### config.mk
export PLATFORM = sky130hd
export DESIGN_NAME = l2_lookup_sched_flat
export DESIGN_NICKNAME = d
export VERILOG_FILES = /design/src/rtl/l2_lookup_sched_if.sv /design/src/rtl/l2_lookup_sched.sv /design/src/flat_wrapper.sv
export SDC_FILE = /design/constraint.sdc
export NUM_CORES = 1
export LEC_CHECK = 0
export BUFFER_PORTS_ARGS = -buffer_cell sky130_fd_sc_hd__clkbuf_2
export CAP_MARGIN = 30
export CORE_MARGIN = 10
export CORE_UTILIZATION = 30
export CTS_CLUSTER_SIZE = 40
export DETAILED_ROUTE_END_ITERATION = 6
export PLACE_DENSITY_LB_ADDON = 0.1
export SLEW_MARGIN = 20
export SYNTH_ARGS = -nofsm -noshare
export SYNTH_HDL_FRONTEND = slang
export SYNTH_SLANG_ARGS = --single-unit
### constraint.sdc
create_clock -name clk -period 2.88 [get_ports clk]
set_input_delay 0.144 -clock clk [delete_from_list [all_inputs] [get_ports clk]]
set_output_delay 0.144 -clock clk [all_outputs]
set_load 0.1 [all_outputs]
### src/rtl/l2_lookup_sched_if.sv
// l2_lookup_sched_if: bundle of every handshake/bus signal around the L2 lookup scheduler.
//   Request channel : req_valid, req_set -> req_ready
//   Forward channel : fwd_valid, fwd_set -> fwd_ready
//   Tag/state RAM   : rd_en, rd_set, buf_load
//   Lookup block    : lookup_en, lookup_mode
//   Completion      : done_valid, done_src, done_set <- done_ready
//   Status          : busy
// slave  : scheduler side (drives ready/RAM/lookup/done/busy).
// master : environment side (queues, RAM wrapper, lookup block, consumer FSM).
interface l2_lookup_sched_if #(
    parameter int unsigned SET_BITS = 9
);
    logic                req_valid;
    logic [SET_BITS-1:0] req_set;
    logic                req_ready;
    logic                fwd_valid;
    logic [SET_BITS-1:0] fwd_set;
    logic                fwd_ready;
    logic                rd_en;
    logic [SET_BITS-1:0] rd_set;
    logic                buf_load;
    logic                lookup_en;
    logic                lookup_mode;
    logic                done_valid;
    logic                done_src;
    logic [SET_BITS-1:0] done_set;
    logic                done_ready;
    logic                busy;

    modport slave (
        input  req_valid, req_set, fwd_valid, fwd_set, done_ready,
        output req_ready, fwd_ready, rd_en, rd_set, buf_load,
               lookup_en, lookup_mode, done_valid, done_src, done_set, busy
    );

    modport master (
        output req_valid, req_set, fwd_valid, fwd_set, done_ready,
        input  req_ready, fwd_ready, rd_en, rd_set, buf_load,
               lookup_en, lookup_mode, done_valid, done_src, done_set, busy
    );
endinterface

### src/rtl/l2_lookup_sched.sv
// l2_lookup_sched: arbitrates the CPU request and forward channels onto the single
// L2 tag/state lookup path, one transaction at a time:
//   IDLE (grant) -> READ (RAM read) -> WAIT (RD_LAT cycles, buffer capture on last)
//   -> LOOKUP (one-cycle enable) -> RESP (hold completion until consumed) -> IDLE.
// Ports:
//   clk  : clock
//   rst  : asynchronous, active-low reset
//   bus  : l2_lookup_sched_if.slave (channel handshakes, RAM read, lookup, completion, busy)
// req_ready/fwd_ready are combinational from the valids in IDLE; all other outputs
// are registered or come straight from registered transaction state.

`ifndef L2_LOOKUP
`define L2_LOOKUP 1'b0
`endif
`ifndef L2_LOOKUP_FWD
`define L2_LOOKUP_FWD 1'b1
`endif

module l2_lookup_sched #(
    parameter int unsigned SET_BITS   = 9,
    parameter int unsigned RD_LAT     = 1,
    parameter int unsigned STARVE_MAX = 4
) (
    input  logic              clk,
    input  logic              rst,
    l2_lookup_sched_if.slave  bus
);

    localparam int unsigned CNT_W = 2;
    localparam int unsigned STV_W = 4;

    localparam logic [2:0] ST_IDLE   = 3'd0;
    localparam logic [2:0] ST_READ   = 3'd1;
    localparam logic [2:0] ST_WAIT   = 3'd2;
    localparam logic [2:0] ST_LOOKUP = 3'd3;
    localparam logic [2:0] ST_RESP   = 3'd4;

    logic [2:0]          state;
    logic [2:0]          state_d;
    logic [CNT_W-1:0]    wait_cnt;
    logic [CNT_W-1:0]    wait_cnt_d;
    logic [STV_W-1:0]    starve_cnt;
    logic [SET_BITS-1:0] set_q;
    logic                src_q;

    logic                rd_en_q;
    logic                buf_load_q;
    logic                lookup_en_q;
    logic                lookup_mode_q;
    logic                done_valid_q;
    logic                busy_q;

    logic                idle_c;
    logic                starve_hit_c;
    logic                grant_fwd_c;
    logic                grant_req_c;
    logic                wait_done_c;

    // Arbitration: forward has priority unless the waiting request has hit the starvation limit.
    // Gated with rst so no ready can escape while reset is asserted.
    assign idle_c       = rst && (state == ST_IDLE);
    assign starve_hit_c = (starve_cnt == STV_W'(STARVE_MAX));
    assign grant_fwd_c  = idle_c && bus.fwd_valid && !(bus.req_valid && starve_hit_c);
    assign grant_req_c  = idle_c && bus.req_valid && !grant_fwd_c;
    assign wait_done_c  = (wait_cnt == '0);

    assign bus.req_ready = grant_req_c;
    assign bus.fwd_ready = grant_fwd_c;

    // State register.
    always_ff @(posedge clk or negedge rst) begin
        if (!rst) begin
            state    <= ST_IDLE;
            wait_cnt <= '0;
        end else begin
            state    <= state_d;
            wait_cnt <= wait_cnt_d;
        end
    end

    // Next-state and wait-counter logic.
    always_comb begin
        state_d    = state;
        wait_cnt_d = wait_cnt;
        case (state)
            ST_IDLE: begin
                if (grant_fwd_c || grant_req_c) begin
                    state_d = ST_READ;
                end
            end
            ST_READ: begin
                wait_cnt_d = CNT_W'(RD_LAT - 1);
                state_d    = ST_WAIT;
            end
            ST_WAIT: begin
                if (wait_done_c) begin
                    state_d = ST_LOOKUP;
                end else begin
                    wait_cnt_d = wait_cnt - CNT_W'(1);
                end
            end
            ST_LOOKUP: begin
                state_d = ST_RESP;
            end
            ST_RESP: begin
                if (bus.done_ready) begin
                    state_d = ST_IDLE;
                end
            end
            default: begin
                state_d = ST_IDLE;
            end
        endcase
    end

    // Transaction context latched at accept; held until the next accept.
    always_ff @(posedge clk or negedge rst) begin
        if (!rst) begin
            set_q <= '0;
            src_q <= 1'b0;
        end else if (grant_fwd_c) begin
            set_q <= bus.fwd_set;
            src_q <= 1'b1;
        end else if (grant_req_c) begin
            set_q <= bus.req_set;
            src_q <= 1'b0;
        end
    end

    // Starvation counter: counts forward wins over a waiting request, saturating.
    always_ff @(posedge clk or negedge rst) begin
        if (!rst) begin
            starve_cnt <= '0;
        end else if (grant_req_c) begin
            starve_cnt <= '0;
        end else if (grant_fwd_c && bus.req_valid && !starve_hit_c) begin
            starve_cnt <= starve_cnt + STV_W'(1);
        end
    end

    // Registered strobes decoded from the next state so they align with the state they belong to.
    always_ff @(posedge clk or negedge rst) begin
        if (!rst) begin
            rd_en_q       <= 1'b0;
            buf_load_q    <= 1'b0;
            lookup_en_q   <= 1'b0;
            lookup_mode_q <= `L2_LOOKUP;
            done_valid_q  <= 1'b0;
            busy_q        <= 1'b0;
        end else begin
            rd_en_q      <= (state_d == ST_READ);
            buf_load_q   <= (state_d == ST_WAIT) && (wait_cnt_d == '0);
            lookup_en_q  <= (state_d == ST_LOOKUP);
            done_valid_q <= (state_d == ST_RESP);
            busy_q       <= (state_d != ST_IDLE);
            if (state_d == ST_LOOKUP) begin
                lookup_mode_q <= src_q ? `L2_LOOKUP_FWD : `L2_LOOKUP;
            end
        end
    end

    assign bus.rd_en       = rd_en_q;
    assign bus.rd_set      = set_q;
    assign bus.buf_load    = buf_load_q;
    assign bus.lookup_en   = lookup_en_q;
    assign bus.lookup_mode = lookup_mode_q;
    assign bus.done_valid  = done_valid_q;
    assign bus.done_src    = src_q;
    assign bus.done_set    = set_q;
    assign bus.busy        = busy_q;

endmodule

### src/flat_wrapper.sv
// flat-port wrapper written by rule: the top's interface ports become plain ports
module l2_lookup_sched_flat 
#(
    parameter int unsigned SET_BITS   = 9,
    parameter int unsigned RD_LAT     = 1,
    parameter int unsigned STARVE_MAX = 4
)
  (clk, rst, bus_req_valid, bus_req_set, bus_fwd_valid, bus_fwd_set, bus_done_ready, bus_req_ready, bus_fwd_ready, bus_rd_en, bus_rd_set, bus_buf_load, bus_lookup_en, bus_lookup_mode, bus_done_valid, bus_done_src, bus_done_set, bus_busy);
  l2_lookup_sched_if #(.SET_BITS(SET_BITS)) bus_i ();
  input  logic clk;
  input  logic rst;
  input wire logic [$bits(bus_i.req_valid)-1:0] bus_req_valid;
  input wire logic [$bits(bus_i.req_set)-1:0] bus_req_set;
  input wire logic [$bits(bus_i.fwd_valid)-1:0] bus_fwd_valid;
  input wire logic [$bits(bus_i.fwd_set)-1:0] bus_fwd_set;
  input wire logic [$bits(bus_i.done_ready)-1:0] bus_done_ready;
  output wire logic [$bits(bus_i.req_ready)-1:0] bus_req_ready;
  output wire logic [$bits(bus_i.fwd_ready)-1:0] bus_fwd_ready;
  output wire logic [$bits(bus_i.rd_en)-1:0] bus_rd_en;
  output wire logic [$bits(bus_i.rd_set)-1:0] bus_rd_set;
  output wire logic [$bits(bus_i.buf_load)-1:0] bus_buf_load;
  output wire logic [$bits(bus_i.lookup_en)-1:0] bus_lookup_en;
  output wire logic [$bits(bus_i.lookup_mode)-1:0] bus_lookup_mode;
  output wire logic [$bits(bus_i.done_valid)-1:0] bus_done_valid;
  output wire logic [$bits(bus_i.done_src)-1:0] bus_done_src;
  output wire logic [$bits(bus_i.done_set)-1:0] bus_done_set;
  output wire logic [$bits(bus_i.busy)-1:0] bus_busy;
  assign bus_i.req_valid = bus_req_valid;
  assign bus_i.req_set = bus_req_set;
  assign bus_i.fwd_valid = bus_fwd_valid;
  assign bus_i.fwd_set = bus_fwd_set;
  assign bus_i.done_ready = bus_done_ready;
  assign bus_req_ready = bus_i.req_ready;
  assign bus_fwd_ready = bus_i.fwd_ready;
  assign bus_rd_en = bus_i.rd_en;
  assign bus_rd_set = bus_i.rd_set;
  assign bus_buf_load = bus_i.buf_load;
  assign bus_lookup_en = bus_i.lookup_en;
  assign bus_lookup_mode = bus_i.lookup_mode;
  assign bus_done_valid = bus_i.done_valid;
  assign bus_done_src = bus_i.done_src;
  assign bus_done_set = bus_i.done_set;
  assign bus_busy = bus_i.busy;
  l2_lookup_sched #(.SET_BITS(SET_BITS), .RD_LAT(RD_LAT), .STARVE_MAX(STARVE_MAX)) u_core (.clk(clk), .rst(rst), .bus(bus_i));
endmodule
==> impl_metrics.tcl, run 1 <==
set metrics [dict create \
    outcome "complete, no violations" \
    multi_input_area_sq_um 420 \
    drive_gt1_frac 0.365 \
    io_pins 50 \
    fmax_mhz 367 \
    coreArea_sq_mm 0.00403 \
    antenna_found_initial 0 \
    tritoncts "built" \
    yosysMostFrequentCell "inv_1" \
    period_share 0.946 \
    cpPeakStageDelay_ns 0.56 \
    cts_setup_buffers 0 \
    yosysWarnings 0 \
    grt_pass1_wl_um 5160 \
    dp_hpwl_um 2550 \
    seq_area_frac_synth 0.496 \
    synth.largest_area_cell "dfrtp_1" \
    n_antenna_cell 0 \
    synthDominantCellAreaShare 0.496 \
    grt_start_max_net_pins 16 \
    crit_type "primary input to output port" \
    initial_core_util 0.313 \
    first_global_vias 1026 \
    crit_path_cell_trace "dlygate4sd3_1, clkbuf_2, or4b_4, a211oi_4, clkbuf_2" \
    synth_fp_nets 150 \
    yosys_most_used_dff "dfrtp_1" \
    fin_setup_tns_ns 0 \
    hold_viol 0 \
    hold_ws_ns 0.0789 \
    syn-cell-area_sq_mm 0.00126 \
    avgSynthCellArea_sq_um 10.1 \
    cts_hold_buf 1 \
    grt_overflow 0 \
    synth_cell_types 37 \
    totalWireLength_um 3230 \
    num_rows 23 \
    fillers 413 \
    synth_cells 125 \
    cp_slowest_cell "or4b_4" \
    required_ns 2.74 \
    track_usage 0.0871 \
    cts_buffers 3 \
    crit_path_start_kind "primary input" \
    dieWidth_um 84.9 \
    portBuffers 49 \
    maxCapViolations 0 \
    rsz0062_at_grt "no" \
    final_cell_count_no_fill 217 \
    dp.cells 212 \
    via_count 1022 \
    worstSetupEndpointType "output port" \
    period_needed_ns 2.72 \
    h-tree-depth 1 \
    avgRoutedWirePerCell_um 14.9 \
    synth_commonest_cells "33 x inv_1, 25 x dfrtp_1, 9 x a222oi_1, 9 x buf_4, 5 x o21ai_0" \
    post_cts_resized 0 \
    cts.sinks 25 \
    place_area_sq_mm 0.00149 \
    synthTopCellsByArea "dfrtp_1 50%, inv_1 9.8%, a222oi_1 7.1%" \
    dieArea_sq_mm 0.00720 \
    syn2layout_area_growth_pct 22.3 \
    clk_latency_ns 0.27 \
    worstPathMaxFanout 13 \
    maxSlewHeadroom 0.508 \
    fin_area_sq_mm 0.00154 \
    slew_viol_final 0 \
    finalNetCount 193 \
    clock_path_buffers 2 \
    cp_common_cell "clkbuf_2" \
    first_iter_violations 84 \
    gp_congestion 0.827 \
    drt-vias-per-instance 4.71 \
    ys_seq_elements 25 \
    drt-pass1-iter-count 4 \
    synth_edf_count 0 \
    seqCellArea_sq_um 626 \
    clk_pin_slew_ns 0.09 \
    final.setup_skew_ns 0.00647 \
    arrival_ns 2.58 \
    tightest_slew_ns 0.732 \
    drtAntennaViolNets 0 \
    drc 0 \
    hp-class "primary input to flop" \
    die-height_um 84.9 \
    setup_viol 0 \
    synth-async-reset-ratio 1.00 \
    cts_root_buf "clkbuf_8" \
]
==> path summary, 6_finish.rpt <==
check                                                 from                                 end  slack [ns]  cells after the start
setup / recovery                                       rst                       bus_req_ready        0.16                      5
hold / removal                              bus_fwd_set[4]  u_core.bus.done_set[4]$_DFFE_PN0P_        0.08                      3
setup reg to reg                 u_core.state[1]$_DFF_PN0_  u_core.bus.done_set[5]$_DFFE_PN0P_        0.97                      3
hold reg to reg            u_core.bus.done_src$_DFFE_PN0P_     u_core.bus.done_src$_DFFE_PN0P_        0.52                      1
max in group asynchronous                              rst    u_core.starve_cnt[3]$_DFFE_PN0P_        2.05                      3
min in group asynchronous                              rst          u_core.bus.rd_en$_DFF_PN0_        0.30                      2
==> cells in the final DEF (no fill, tap or decap), drive strengths merged, types with 2 or more instances in the layout <==
cell | Yosys | final
clkbuf | 1 | 52
nand3 | 2 | 2
nor2 | 2 | 2
nor2b | 2 | 2
inv | 33 | 33
ha | 2 | 2
a21oi | 2 | 2
a211oi | 2 | 2
or4b | 2 | 2
o21ai | 6 | 6
nand2b | 3 | 3
a222oi | 9 | 9
nand2 | 3 | 3
dfrtp | 25 | 25
o32ai | 2 | 2
o21a | 2 | 2
==> worst max-delay path, delay by kind of cell <==
family / cells / cell delay [ns]
AO/OA/AOI/OAI: 1 / 0.48
buffers and inverters: 3 / 1.39
AND/OR/NAND/NOR: 1 / 0.56
==> metal layers <==
metal / wire length, um / global-route usage
met2: 1530 / 0.139
met4: 22 / 0.0225
met3: 282 / 0.0382
met5: 0 / 0
met1: 1400 / 0.105
==> registers in the layout, indices dropped and copies added (netlist names) <==
signal / cells
u_core.starve_cnt: 4
u_core.bus.done_set: 9
u_core.bus.lookup_en: 1
u_core.bus.done_valid: 1
u_core.bus.lookup_mode: 1
u_core.bus.busy: 1
u_core.wait_cnt: 2
u_core.bus.buf_load: 1
u_core.bus.rd_en: 1
u_core.bus.done_src: 1
u_core.state: 3
==> metrics by stage <==
| stage | utilization | setup slack (ns) |
|---|---|---|
| final | 0.383 | 0.156 |
| after detailed placement | 0.369 | 0.668 |
| after floorplan | - | 0.416 |
| after global routing | 0.383 | 0.0626 |
| after global placement | 0.369 | 0.680 |
| after CTS | 0.383 | 0.157 |
==> layout make-up <==
cell class | count | share of cell area
clock buffers | 3 | 0.0267
clock inverters | 1 | 0.00486
inverters | 33 | 0.0802
multi-input cells | 54 | 0.272
flip-flops and latches | 25 | 0.405
well taps | 50 | 0.0405
repair buffers | 51 | 0.170
==> logic make-up after synthesis <==
group	share of synthesized area
AO/OA/AOI/OAI	0.194
buffers and inverters	0.171
AND/OR/NAND/NOR	0.110
flip-flops	0.496
multiplexers	0.00892
adder cells (fa/ha/maj)	0.0198
Power of run 1 is left out: the tool's default activity adds up to more than one toggle a clock period on the data nets, which glitch-free logic cannot reach.
==> run 2: changes to the inputs <==
Settings changed: CTS_BUF_LIST set to sky130_fd_sc_hd__clkbuf_2.
==> run 2 against run 1 <==
Cell count up 8.8%. Clock skew up 0.0020 ns. Non-clock buffer count up 19.
==> impl_metrics.tcl, run 2 (synthesis gave the netlist of run 1 again) <==
set metrics [dict create \
    outcome "complete, no violations" \
    crit_type "primary input to output port" \
    crit_path_cell_trace "dlygate4sd3_1, clkbuf_2, or4b_4, a211oi_4, clkbuf_2" \
    setup_viol 0 \
    drtAntennaViolNets 0 \
    drive_gt1_frac 0.328 \
    cts_buffers 3 \
    layout_common_cells "52 x clkbuf_2, 33 x inv_1, 25 x dfrtp_1" \
    antenna_found_initial 0 \
    track_usage 0.0942 \
    clock_path_buffers 2 \
    drc 0 \
    arrival_ns 2.56 \
    syn2layout_area_growth_pct 35.3 \
    die-height_um 84.9 \
    n_antenna_cell 0 \
    cts.sinks 25 \
    crit_start "rst" \
    reg2reg_setup_slack_ns 0.41 \
    first_global_vias 1143 \
    totalWireLength_um 3440 \
    largest_reg_flops 9 \
    utilization 0.424 \
    cpPeakStageDelay_ns 0.56 \
    hold_ws_ns 0.142 \
    fin_setup_tns_ns 0 \
    layout_commonest_cell "clkbuf_2" \
    clk_latency_ns 0.35 \
    required_ns 2.74 \
    maxSlewHeadroom 0.498 \
    h-tree-depth 1 \
    crit_path_end "bus_req_ready" \
    dieArea_sq_mm 0.00720 \
    cp_common_cell "clkbuf_2" \
    rsz0062_at_grt "no" \
    seqCellArea_sq_um 626 \
    initial_core_util 0.313 \
    avgRoutedWirePerCell_um 14.6 \
    cts_root_buf "clkbuf_2" \
    r2r_start "u_core.state[1]$_DFF_PN0_" \
    post_cts_resized 0 \
    hp-class "primary input to flop" \
    dp_hpwl_um 2550 \
    gp_congestion 0.827 \
    worstPathMaxFanout 13 \
    drt-vias-per-instance 4.64 \
    slew_viol_final 0 \
    drt-pass1-iter-count 6 \
    grt_pass1_wl_um 5610 \
    via_count 1094 \
    hold_viol 0 \
    io_pins 50 \
    coreArea_sq_mm 0.00403 \
    portBuffers 49 \
    cts_setup_buffers 0 \
    finalNetCount 212 \
    num_rows 23 \
    crit_path_start_kind "primary input" \
    tritoncts "built" \
    fillers 407 \
    period_needed_ns 2.70 \
    r2r-end "u_core.bus.done_set[5]$_DFFE_PN0P_" \
    maxCapViolations 0 \
    dieWidth_um 84.9 \
    cp_slowest_cell "or4b_4" \
    grt_overflow 0 \
    multi_input_area_sq_um 420 \
    first_iter_violations 91 \
    clk_pin_slew_ns 0.24 \
    ff2ff_path_depth 4 \
    grt_start_max_net_pins 16 \
    period_share 0.938 \
    fmax_mhz 370 \
    tightest_slew_ns 0.749 \
    final.setup_skew_ns 0.00850 \
    worstSetupEndpointType "output port" \
]
-- run 2: cell count changes in the layout (fill, tap and decap cells not counted), sizes merged --
cell,delta
dlygate4sd3,+19
-- run 2: routing by layer --
layer | vias to the layer above | wire (um) | global-route usage
li1 | 535 | - | -
met1 | 515 | 1450 | 0.110
met3 | 2 | 252 | 0.0373
met5 | - | 0 | 0
met2 | 42 | 1720 | 0.159
met4 | 0 | 22 | 0.0225
-- run 2: metrics by stage --
stage | worst slack [ns] | std cells | area, sq um
2_1_floorplan | 0.416 | 125 | 1260
3_3_place_gp | 0.680 | 212 | 1490
3_5_place_dp | 0.668 | 212 | 1490
4_1_cts | 0.157 | 235 | 1700
5_1_grt | 0.0450 | 236 | 1710
6_report | 0.178 | 236 | 1710
-- run 2: worst min-delay path by stage --
stage                        start                               end  slack, ns  cells after the start
floorplan                      rst     u_core.bus.buf_load$_DFF_PN0_      -0.15                      0
global placement               rst        u_core.bus.rd_en$_DFF_PN0_       0.05                      1
detailed placement             rst         u_core.state[0]$_DFF_PN0_       0.06                      1
CTS                 bus_done_ready   u_core.bus.done_valid$_DFF_PN0_       0.01                      3
global route                   rst         u_core.state[2]$_DFF_PN0_       0.12                      2
finish               bus_fwd_valid  u_core.starve_cnt[3]$_DFFE_PN0P_       0.14                      3
-- run 2: critical path: cells and delay by family --
family          cells  cell delay (ns)
compound gates      1             0.46
simple gates        1             0.56
buf+inv             3             1.38
-- run 2: area by class of cell --
type                    count  share of cell area
repair buffers             70               0.265
well taps                  50              0.0366
flip-flops and latches     25               0.366
clock buffers               3             0.00879
inverters                  33              0.0725
multi-input cells          54               0.246
clock inverters             1             0.00440
-- run 2: repair_timing --
| item | CTS | global route |
|---|---|---|
| setup endpoints to repair | 0 | 0 |
| hold endpoints to repair | 34 | 1 |
| hold buffers | 19 | 1 |
Power of run 2 is left out for the same reason.
==> run 3: changes to the inputs <==
Settings changed: GPL_ROUTABILITY_DRIVEN set to 0, MAX_ROUTING_LAYER set to met4.
==> run 3 against run 2 <==
Non-clock buffer count unchanged. Global-route usage increased by 0.27 points. Core utilization unchanged. Worst hold slack improved by 0.0046 ns. Count of clock-buffer cells in the layout unchanged. Flip-flop and latch count unchanged. Setup slack got worse by 0.0078 ns. Fmax decreased by 0.29%. Design area unchanged. Largest cell class unchanged. Highest routed layer unchanged.
==> impl_metrics.tcl, run 3 (synthesis gave the netlist of run 1 again) <==
set metrics [dict create \
    wl_met3_um 253 \
    avgRoutedWirePerCell_um 14.5 \
    grt_pass1_wl_um 5600 \
    cts_root_buf "clkbuf_2" \
    setup_viol 0 \
    io_pins 50 \
    grt_overflow 0 \
    dieArea_sq_mm 0.00720 \
    hold_ws_ns 0.147 \
    required_ns 2.74 \
    fmax_mhz 369 \
    maxSlewHeadroom 0.499 \
    place_ws_ns 0.668 \
    fin_area_sq_mm 0.00171 \
    drive_gt1_frac 0.328 \
    hold_viol 0 \
    first_iter_violations 84 \
    clock_path_buffers 2 \
    grt_start_max_net_pins 16 \
    totalWireLength_um 3420 \
    worstSetupEndpointType "output port" \
    cts.sinks 25 \
    portBuffers 49 \
    finalNetCount 212 \
    clk_latency_ns 0.36 \
    syn2layout_area_growth_pct 35.3 \
    rsz0062_at_grt "no" \
    slew_viol_final 0 \
    fin_setup_tns_ns 0 \
    worstPathMaxFanout 13 \
    num_rows 23 \
    drt-met1-wl_um 1440 \
    top_layer "met4" \
    maxCapViolations 0 \
    drt-pass1-iter-count 4 \
    final.setup_skew_ns 0.0134 \
    hp-class "primary input to flop" \
    first_global_vias 1144 \
    cts_buffers 3 \
    tritoncts "built" \
    place_area_sq_mm 0.00149 \
    tightest_slew_ns 0.746 \
    coreArea_sq_mm 0.00403 \
    layout_common_cells "52 x clkbuf_2, 33 x inv_1, 25 x dfrtp_1" \
    track_usage 0.0970 \
    met2WireLength_um 1710 \
    drt-vias-per-instance 4.58 \
    post_cts_resized 0 \
    drc 0 \
    drtAntennaViolNets 0 \
    n_antenna_cell 0 \
    die-height_um 84.9 \
    via_count 1081 \
    dp_hpwl_um 2550 \
    largest_reg_flops 9 \
    arrival_ns 2.57 \
    layout_commonest_cell "clkbuf_2" \
    h-tree-depth 1 \
    outcome "complete, no violations" \
    period_share 0.941 \
    period_needed_ns 2.71 \
    crit_type "primary input to output port" \
    crit_path_start_kind "primary input" \
    clk_pin_slew_ns 0.24 \
    timing.final.ws_setup_ns 0.171 \
    antenna_found_initial 0 \
    initial_core_util 0.313 \
    dieWidth_um 84.9 \
]
run 3: cell counts in the layout (fill, tap and decap cells not counted):
Identical to the previous run, type by type.
run 3: area by class of cell:
class / count / area, sq um
well taps: 50 / 62.6
clock inverters: 1 / 7.51
inverters: 33 / 124
repair buffers: 70 / 453
fillers: 407 / 2320
flip-flops and latches: 25 / 626
multi-input cells: 54 / 420
clock buffers: 3 / 15.0
run 3: metrics by stage:
stage           util  cells
2_1_floorplan      -    125
3_5_place_dp   0.369    212
3_3_place_gp   0.369    212
4_1_cts        0.421    235
6_report       0.424    236
5_1_grt        0.424    236
run 3: final timing paths:
path	end	slack [ns]	startpoint	depth (start not counted)
max	bus_req_ready	0.17	rst	5
min	u_core.starve_cnt[3]$_DFFE_PN0P_	0.15	bus_fwd_valid	3
max reg2reg	u_core.bus.done_set[5]$_DFFE_PN0P_	0.40	u_core.state[1]$_DFF_PN0_	4
min reg2reg	u_core.bus.done_src$_DFFE_PN0P_	0.55	u_core.bus.done_src$_DFFE_PN0P_	1
max in group asynchronous	u_core.starve_cnt[3]$_DFFE_PN0P_	2.18	rst	3
min in group asynchronous	u_core.bus.rd_en$_DFF_PN0_	0.17	rst	2
run 3: metal layers:
layer  global-route usage  vias to the layer above
met4               0.0225                        0
met1                0.111                      501
met2                0.159                       42
met5                    -                        -
li1                     -                      536
met3               0.0354                        2
run 3: repair_timing:
action                    CTS  global route
hold endpoints to repair   34             1
hold buffers               19             1
buffers inserted            0             0
run 3: worst max-delay path, stage by stage:
cell,delay [ns]
dlygate4sd3_1,0.53
clkbuf_2,0.30
or4b_4,0.56
a211oi_4,0.47
clkbuf_2,0.55
Power of run 3 is left out for the same reason.
